<file path="src/rtl/cop_txn_pkg.sv">
// cop_txn_pkg: shared types and helpers for the COP transaction tracker.
//   - txn_entry_t : in-flight entry layout for the default configuration
//                   (XLEN=32, NREGS=16); the tracker packs the same field
//                   order for any parameterisation.
//   - RES_*       : COP result-code values.
//   - cpr_slice() : extracts one CPR from a flattened default-sized CPR file.
package cop_txn_pkg;

  localparam int ENC_W          = 32;
  localparam int XLEN_DEF       = 32;
  localparam int NREGS_DEF      = 16;
  // The aborted flag sits at the bottom of a packed entry so that the FIFO
  // head-field write port can target it with a single-bit mask.
  localparam int ENTRY_ABORT_BIT = 0;

  localparam logic [2:0] RES_OK      = 3'd0;
  localparam logic [2:0] RES_ILLEGAL = 3'd1;
  localparam logic [2:0] RES_FAULT   = 3'd2;
  localparam logic [2:0] RES_ABORT   = 3'd3;

  typedef struct packed {
    logic [ENC_W-1:0]              enc;
    logic [XLEN_DEF-1:0]           rs1;
    logic [NREGS_DEF*XLEN_DEF-1:0] cprs;
    logic                          aborted;
  } txn_entry_t;

  function automatic logic [XLEN_DEF-1:0] cpr_slice(
    input logic [NREGS_DEF*XLEN_DEF-1:0] cprs,
    input int unsigned                   idx
  );
    return cprs[idx*XLEN_DEF +: XLEN_DEF];
  endfunction

endpackage

</file>
<file path="src/rtl/cop_txn_fifo.sv">
// cop_txn_fifo: generic synchronous FIFO with a combinational head view.
// Ports:
//   g_clk, g_resetn          clock, synchronous active-low reset
//   push, push_data          enqueue at tail (ignored when full unless popping)
//   pop                      dequeue head (ignored when empty)
//   head_data                current head entry
//   full, empty, count       occupancy at the start of the cycle
//   head_wr_en/mask/data     read-modify-write of selected head bits
module cop_txn_fifo #(
  parameter int WIDTH = 8,
  parameter int DEPTH = 2,
  localparam int PTR_W = $clog2(DEPTH)
) (
  input  logic             g_clk,
  input  logic             g_resetn,
  input  logic             push,
  input  logic [WIDTH-1:0] push_data,
  input  logic             pop,
  output logic [WIDTH-1:0] head_data,
  output logic             full,
  output logic             empty,
  output logic [PTR_W:0]   count,
  input  logic             head_wr_en,
  input  logic [WIDTH-1:0] head_wr_mask,
  input  logic [WIDTH-1:0] head_wr_data
);

  localparam logic [PTR_W:0] FULL_COUNT = (PTR_W+1)'(DEPTH);

  logic [WIDTH-1:0] mem [DEPTH];
  logic [PTR_W-1:0] rd_ptr_reg;
  logic [PTR_W-1:0] wr_ptr_reg;
  logic [PTR_W:0]   count_reg;
  logic             push_ok;
  logic             pop_ok;

  assign empty     = (count_reg == '0);
  assign full      = (count_reg == FULL_COUNT);
  assign count     = count_reg;
  assign head_data = mem[rd_ptr_reg];

  // A push while full is only accepted when the head leaves the same cycle.
  assign pop_ok  = pop && !empty;
  assign push_ok = push && (!full || pop_ok);

  // Storage is not reset; validity is tracked by the pointers. The push write
  // comes last so that, when full with simultaneous push/pop, the new entry
  // wins over a head-field update aimed at the slot being vacated.
  always_ff @(posedge g_clk) begin
    if (head_wr_en && !empty) begin
      mem[rd_ptr_reg] <= (mem[rd_ptr_reg] & ~head_wr_mask) | (head_wr_data & head_wr_mask);
    end
    if (push_ok) begin
      mem[wr_ptr_reg] <= push_data;
    end
  end

  always_ff @(posedge g_clk) begin
    if (!g_resetn) begin
      rd_ptr_reg <= '0;
      wr_ptr_reg <= '0;
      count_reg  <= '0;
    end else begin
      if (push_ok) wr_ptr_reg <= wr_ptr_reg + PTR_W'(1);
      if (pop_ok)  rd_ptr_reg <= rd_ptr_reg + PTR_W'(1);
      case ({push_ok, pop_ok})
        2'b10:   count_reg <= count_reg + (PTR_W+1)'(1);
        2'b01:   count_reg <= count_reg - (PTR_W+1)'(1);
        default: count_reg <= count_reg;
      endcase
    end
  end

endmodule

</file>
<file path="src/rtl/cop_txn_tracker.sv">
// cop_txn_tracker: pairs COP instruction accepts with responses and emits one
// registered record per retired instruction for the checker.
// Ports:
//   g_clk, g_resetn           clock, synchronous active-low reset
//   insn_req/ack/enc/rs1      instruction handshake and payload (accept event)
//   abort_req                 marks the oldest in-flight entry as aborted
//   insn_rsp/rsp_ack/rsp_*    response handshake and writeback (retire event)
//   cprs_snoop                live CPR file, reg i at [i*XLEN +: XLEN]
//   vtx_*                     retired record, vtx_valid is a one-cycle pulse
//   outstanding               in-flight count
//   err_overflow, err_orphan  sticky protocol error flags
module cop_txn_tracker #(
  parameter int XLEN  = 32,
  parameter int NREGS = 16,
  parameter int DEPTH = 2,   // power of two, >= 2
  parameter int SEQ_W = 16
) (
  input  logic                     g_clk,
  input  logic                     g_resetn,
  input  logic                     insn_req,
  input  logic                     insn_ack,
  input  logic [31:0]              insn_enc,
  input  logic [XLEN-1:0]          insn_rs1,
  input  logic                     abort_req,
  input  logic                     insn_rsp,
  input  logic                     rsp_ack,
  input  logic [2:0]               rsp_result,
  input  logic                     rsp_wen,
  input  logic [4:0]               rsp_waddr,
  input  logic [XLEN-1:0]          rsp_wdata,
  input  logic [NREGS*XLEN-1:0]    cprs_snoop,
  output logic                     vtx_valid,
  output logic [31:0]              vtx_enc,
  output logic [XLEN-1:0]          vtx_rs1,
  output logic [2:0]               vtx_result,
  output logic                     vtx_wen,
  output logic [4:0]               vtx_waddr,
  output logic [XLEN-1:0]          vtx_wdata,
  output logic                     vtx_aborted,
  output logic [SEQ_W-1:0]         vtx_seq,
  output logic [NREGS*XLEN-1:0]    vtx_cprs_pre,
  output logic [NREGS*XLEN-1:0]    vtx_cprs_post,
  output logic [$clog2(DEPTH):0]   outstanding,
  output logic                     err_overflow,
  output logic                     err_orphan
);

  import cop_txn_pkg::*;

  localparam int CPR_W   = NREGS * XLEN;
  localparam int CPR_LSB = ENTRY_ABORT_BIT + 1;
  localparam int RS1_LSB = CPR_LSB + CPR_W;
  localparam int ENC_LSB = RS1_LSB + XLEN;
  localparam int ENTRY_W = ENC_LSB + ENC_W;

  logic               accept_ev;
  logic               resp_ev;
  logic               pop_ev;
  logic               orphan_ev;
  logic               overflow_ev;
  logic               abort_hit;
  logic               fifo_full;
  logic               fifo_empty;
  logic [ENTRY_W-1:0] push_entry;
  logic [ENTRY_W-1:0] head_entry;
  logic [SEQ_W-1:0]   seq_cnt_reg;

  assign accept_ev   = insn_req && insn_ack;
  assign resp_ev     = insn_rsp && rsp_ack;
  // All decisions use the occupancy held at the start of the cycle.
  assign pop_ev      = resp_ev && !fifo_empty;
  assign orphan_ev   = resp_ev && fifo_empty;
  assign overflow_ev = accept_ev && fifo_full && !pop_ev;
  assign abort_hit   = abort_req && !fifo_empty;

  assign push_entry = {insn_enc, insn_rs1, cprs_snoop, 1'b0};

  cop_txn_fifo #(
    .WIDTH (ENTRY_W),
    .DEPTH (DEPTH)
  ) u_fifo (
    .g_clk        (g_clk),
    .g_resetn     (g_resetn),
    .push         (accept_ev),
    .push_data    (push_entry),
    .pop          (pop_ev),
    .head_data    (head_entry),
    .full         (fifo_full),
    .empty        (fifo_empty),
    .count        (outstanding),
    .head_wr_en   (abort_hit),
    .head_wr_mask (ENTRY_W'(1) << ENTRY_ABORT_BIT),
    .head_wr_data (ENTRY_W'(1) << ENTRY_ABORT_BIT)
  );

  always_ff @(posedge g_clk) begin
    if (!g_resetn) begin
      vtx_valid     <= 1'b0;
      vtx_enc       <= '0;
      vtx_rs1       <= '0;
      vtx_result    <= '0;
      vtx_wen       <= 1'b0;
      vtx_waddr     <= '0;
      vtx_wdata     <= '0;
      vtx_aborted   <= 1'b0;
      vtx_seq       <= '0;
      vtx_cprs_pre  <= '0;
      vtx_cprs_post <= '0;
      seq_cnt_reg   <= '0;
      err_overflow  <= 1'b0;
      err_orphan    <= 1'b0;
    end else begin
      vtx_valid <= pop_ev;
      if (pop_ev) begin
        vtx_enc       <= head_entry[ENC_LSB +: ENC_W];
        vtx_rs1       <= head_entry[RS1_LSB +: XLEN];
        vtx_cprs_pre  <= head_entry[CPR_LSB +: CPR_W];
        // An abort arriving in the retire cycle has not reached the stored
        // entry yet, so fold it in here.
        vtx_aborted   <= head_entry[ENTRY_ABORT_BIT] | abort_hit;
        vtx_result    <= rsp_result;
        vtx_wen       <= rsp_wen;
        vtx_waddr     <= rsp_waddr;
        vtx_wdata     <= rsp_wdata;
        vtx_cprs_post <= cprs_snoop;
        vtx_seq       <= seq_cnt_reg;
        seq_cnt_reg   <= seq_cnt_reg + SEQ_W'(1);
      end
      if (overflow_ev) err_overflow <= 1'b1;
      if (orphan_ev)   err_orphan   <= 1'b1;
    end
  end

endmodule
</file>
<file path="config.mk">
export PLATFORM = sky130hd
export DESIGN_NAME = cop_txn_tracker
export DESIGN_NICKNAME = d
export VERILOG_FILES = /design/src/rtl/cop_txn_pkg.sv /design/src/rtl/cop_txn_fifo.sv /design/src/rtl/cop_txn_tracker.sv
export SDC_FILE = /design/constraint.sdc
export NUM_CORES = 2
export LEC_CHECK = 0
export CAP_MARGIN = 20
export CORE_AREA = 2 2 690 692
export CTS_BUF_LIST = sky130_fd_sc_hd__clkbuf_2 sky130_fd_sc_hd__clkbuf_4 sky130_fd_sc_hd__clkbuf_8
export CTS_CLUSTER_DIAMETER = 30
export DETAILED_ROUTE_END_ITERATION = 10
export DIE_AREA = 0 0 692 694
export PLACE_DENSITY = 0.51
export SYNTH_ARGS = -nofsm -noshare
export SYNTH_HDL_FRONTEND = slang
export SYNTH_HIERARCHICAL = 1
export SYNTH_SLANG_ARGS = --single-unit
</file>
<file path="constraint.sdc">
create_clock -name g_clk -period 117.9 [get_ports g_clk]
set_input_delay 29.475 -clock g_clk [delete_from_list [all_inputs] [get_ports g_clk]]
set_output_delay 29.475 -clock g_clk [all_outputs]
set_load 0.005 [all_outputs]
</file>
After elaboration in Yosys (flattened, before gate mapping)
Memory sizes are Yosys's and may differ from the RTL's. A register that Yosys moved wholly into a read port is not among the register bits.
Cells that the tools add are included.
- add/subtract/negate cells: 5
- equality and inequality tests: 3
- mux-type cells: 7
- bitwise gates (word level): 1
- reductions and logical operators: 16
- operators with widths (operator ; count):
    $add 16x1->16 const B ; 1
    $logic_and 1x1->1 ; 10
    $mux 1 ; 6
    $eq 2x2->1 const B ; 2
    $pmux 2 s2 ; 1
    $logic_not 1->1 ; 3
    $add 1x1->1 const B ; 2
    $add 2x1->2 const B ; 1
    $eq 2x1->1 const B ; 1
    $logic_not 2->1 ; 1
    $reduce_bool 2->1 ; 1
    $sub 2x1->2 const B ; 1
    $logic_or 1x1->1 ; 1
    $or 1x1->1 ; 1
- register bits: 1169
- bits in writable memories: 1154
- bits of input ports: 624
- output and inout bits: 1151
- word-level logic and storage cells: 50
- memories kept: 1
- memory list (name ; depth ; width ; rd ports ; clocked after Yosys merged registers in ; wr ports ; line ; text):
    u_fifo.mem ; 2 ; 577 ; 1 ; 1 ; 2 ; cop_txn_fifo.sv:30 ; logic [WIDTH-1:0] mem [DEPTH];

Depth between registers and ports, before layout
- depth after elaboration: 8
- depth in mapped cells: 14
- depth with buffers taken out: 9

Modules after synthesis
Netlist, hierarchy kept.
- modules (own cells, without submodules) (module ; times used ; cells an instance ; area an instance (um^2)):
    cop_txn_fifo ; 1 ; 4262 ; 62190.9
    cop_txn_tracker ; 1 ; 5065 ; 42903.6

Worst setup path after synthesis
OpenSTA, ideal clock, no wires.
- path kind: input -> register
- start: input abort_req
- end: memory u_fifo/mem[0][0] (netlist name), enable pin
- library setup time: 2318 ps
- data arrival time: 69781 ps
- path slack: 45800 ps
- cell stages on the path: 3
- buffers on the path: 0
- path through: nor2b_1 -> o21ai_0 -> o21ai_0
- RTL lines (what ; line ; text):
    from (decl) ; cop_txn_tracker.sv:24 ; input logic abort_req,
    to (decl) ; cop_txn_fifo.sv:30 ;

==> impl_metrics.json <==
{
  "cp-start-kind": "input port",
  "grtUsageTotal_pct": 16.2,
  "drt-total-wl_um": 409000,
  "place_area_um2": 133000,
  "placementRows": 253,
  "min_path_type": "register to register",
  "finalSetupViolCount": 0,
  "maxCapViolations": 0,
  "relSlewSlack_pct": 27.3,
  "place_hpwl_um": 298000,
  "ant_nets": 0,
  "ff2ff_path_depth": 12,
  "cp-end-kind": "register",
  "finalHoldViolCount": 0,
  "finalNonFillerCells": 19300,
  "syn_inst": 9327,
  "crit_slowest_cell": "buf_4",
  "layout_common_cells": "nand2_1, clkdlybuf4s50_1, mux2i_1",
  "drt-pass1-iter-count": 6,
  "start_util_pct": 22.2,
  "pre_cts_ws_ns": 81.34,
  "status": "completed",
  "crit_path_frequent_cell": "buf_4",
  "rsz0062_at_grt": "no",
  "drtIter0Drc": 4834,
  "synth.distinct_cells": 40,
  "worst_ir_drop_vdd_mv": 0.0124,
  "die_w_um": 692,
  "numCtsBuffers": 667,
  "die_y_um": 694,
  "coreArea_um2": 473000,
  "clkSlewWorstSetupHoldPaths_ns": 0.05,
  "fin_tns_setup_ns": 0,
  "largest_reg_flops": 1154,
  "cts_root_buf": "clkbuf_8",
  "max_freq_ghz": 0.0281,
  "top_regs": "u_fifo/mem (1154), vtx_cprs_post (512), vtx_cprs_pre (512)",
  "r2r-end": "u_fifo/mem[0][194]",
  "drive_gt1_share_pct": 14.5,
  "post_cts_resized": 0,
  "min_period_ns": 35.58,
  "antenna_found_initial": 55,
  "finalCritPeriodShare_pct": 30.2,
  "finish.utilization_pct": 31.5,
  "clock_sinks": 2324,
  "hp-start": "vtx_cprs_pre[417]",
  "grt_pass1_wl_um": 573000,
  "timing.hold.ws_ns": 0.448,
  "startpoint": "rsp_ack",
  "powerDensity_nw_per_um2": 16.3,
  "power.leakage_nw": 62.2,
  "dieArea_um2": 480000,
  "overflow": 0,
  "post-cts-setup-buffers": 0,
  "gp_congestion": 0.855,
  "cts_buffer_depth": 4,
  "drcViolationCount": 0,
  "drv_slew": 0,
  "final_area_um2": 149000,
  "wl_per_cell_um": 21.2,
  "seq_area_frac_synth_pct": 55.3,
  "reg2reg_setup_slack_ns": 110.30,
  "worstPathCellList": "clkdlybuf4s50_1 -> nand3b_1 -> buf_4 -> inv_8 -> nor3b_2 -> or3_4 -> buf_4 -> buf_4 -> buf_12 -> buf_4 -> buf_4 -> mux2i_1",
  "nets": 13100,
  "path_max_fanout": 105,
  "dpl.cell_count": 18000,
  "io_pins": 1775,
  "syn_to_final_growth_pct": 41.6,
  "cts_htree_levels": 6,
  "viasPerCell": 4.05,
  "io_buffers": 1774,
  "clock_skew_ns": 0.0750,
  "hold_end": "vtx_cprs_pre[417]",
  "layout_commonest_cell": "nand2_1",
  "grt_max_degree": 167,
  "clk_latency_ns": 1.20,
  "ctsHoldBuffers": 0,
  "setup_slack_ns": 82.32,
  "max_slew.worst_pin.slew_ns": 1.09,
  "synth.ff_latch_count": 2324,
  "cpPeakStageDelay_ns": 0.79,
  "critPathRequiredTime_ns": 118.75,
  "synthesis.area_um2": 105000,
  "max_flop_register": "u_fifo/mem",
  "path_class": "input port to register",
  "worstHoldPathCells": 2,
  "r2r-start": "u_fifo/count[0]",
  "grt_pass1_vias": 77600,
  "p_total_mw": 2.43,
  "cts_tree": "yes",
  "arrival_ns": 36.43,
  "vias": 78100,
  "synth_area_per_cell_um2": 11.3,
  "yosys_warnings": 6
}
==> routing by layer <==
metal | track usage (%) | wire length [um] | part of all wire (%) | vias to the layer above
met5 | 0 | 40 | 0.0098 | -
met4 | 4.23 | 8970 | 2.2 | 6
met3 | 3.78 | 24700 | 6.0 | 553
met2 | 26.3 | 190000 | 47 | 2251
met1 | 21.5 | 185000 | 45 | 37900
li1 | - | - | - | 37400
==> Yosys cell counts (all sizes together) <==
cell | n | share of area, %
nor4 | 3 | 0.038
nand4b | 1 | 0.0083
o21ai | 6 | 0.029
a21oi | 1 | 0.0048
dfxtp | 1170 | 22
xor2 | 4 | 0.033
edfxtp | 1154 | 33
nand2 | 2299 | 8.2
nor2b | 4 | 0.024
inv | 583 | 2.1
nand4 | 5 | 0.044
a31oi | 2 | 0.012
or3 | 3 | 0.018
a21boi | 1149 | 8.2
clkbuf | 176 | 0.63
conb | 2 | 0.0071
xnor2 | 9 | 0.075
nor2 | 4 | 0.014
mux2i | 1734 | 17
ha | 2 | 0.024
nor3 | 6 | 0.033
nor3b | 2 | 0.019
buf | 403 | 2.4
mux2 | 577 | 6.2
and3 | 1 | 0.0060
nand3 | 4 | 0.019
nand3b | 2 | 0.014
and2 | 15 | 0.089
o21a | 2 | 0.014
nand2b | 4 | 0.024
==> where the power goes <==
group / internal [mW] / switching, mW / total [mW]
Sequential: 0.891 / 0.0115 / 0.903
Clock: 0.839 / 0.461 / 1.30
Combinational: 0.0980 / 0.127 / 0.225
==> final cells by class <==
class                      instances  area, um2
antenna                           22       55.1
clock buffer                     949      12100
clock inverter                   298       3940
fill                           48600     324000
inverter                         583       2200
multi-input combinational       6994      46000
sequential                      2324      58100
tap                             6247       7820
timing repair buffer            1877      18700
==> how the worst max path moves through the flow <==
stage          cells past startpoint                  to
5_1_grt                           12  u_fifo/mem[0][179]
6_report                          12  u_fifo/mem[0][194]
3_3_place_gp                      12  u_fifo/mem[0][194]
2_1_floorplan                      3    u_fifo/mem[0][0]
4_1_cts                           12  u_fifo/mem[0][300]
3_5_place_dp                      12  u_fifo/mem[0][204]
==> worst max-delay path: cells and delay by family <==
kind | cells | cell delay (ns)
buf+inv | 8 | 4.90
simple gates | 3 | 1.21
mux | 1 | 0.16
==> logic make-up (layout without fill, tap and decap cells) <==
| logic type | Yosys count | count (layout) | synth area share [%] |
|---|---|---|---|
| AO/OA/AOI/OAI | 1160 | 1160 | 8.27 |
| flip-flops | 2324 | 2324 | 55.3 |
| XOR/XNOR | 13 | 13 | 0.108 |
| multiplexers | 2311 | 2311 | 22.7 |
| adder cells (fa/ha/maj) | 2 | 2 | 0.0238 |
| buffers and inverters | 1162 | 3707 | 5.07 |
| AND/OR/NAND/NOR | 2353 | 2353 | 8.56 |
| other | 2 | 1177 | 0.00715 |
Note: power is estimated with default switching activity, not from simulation.
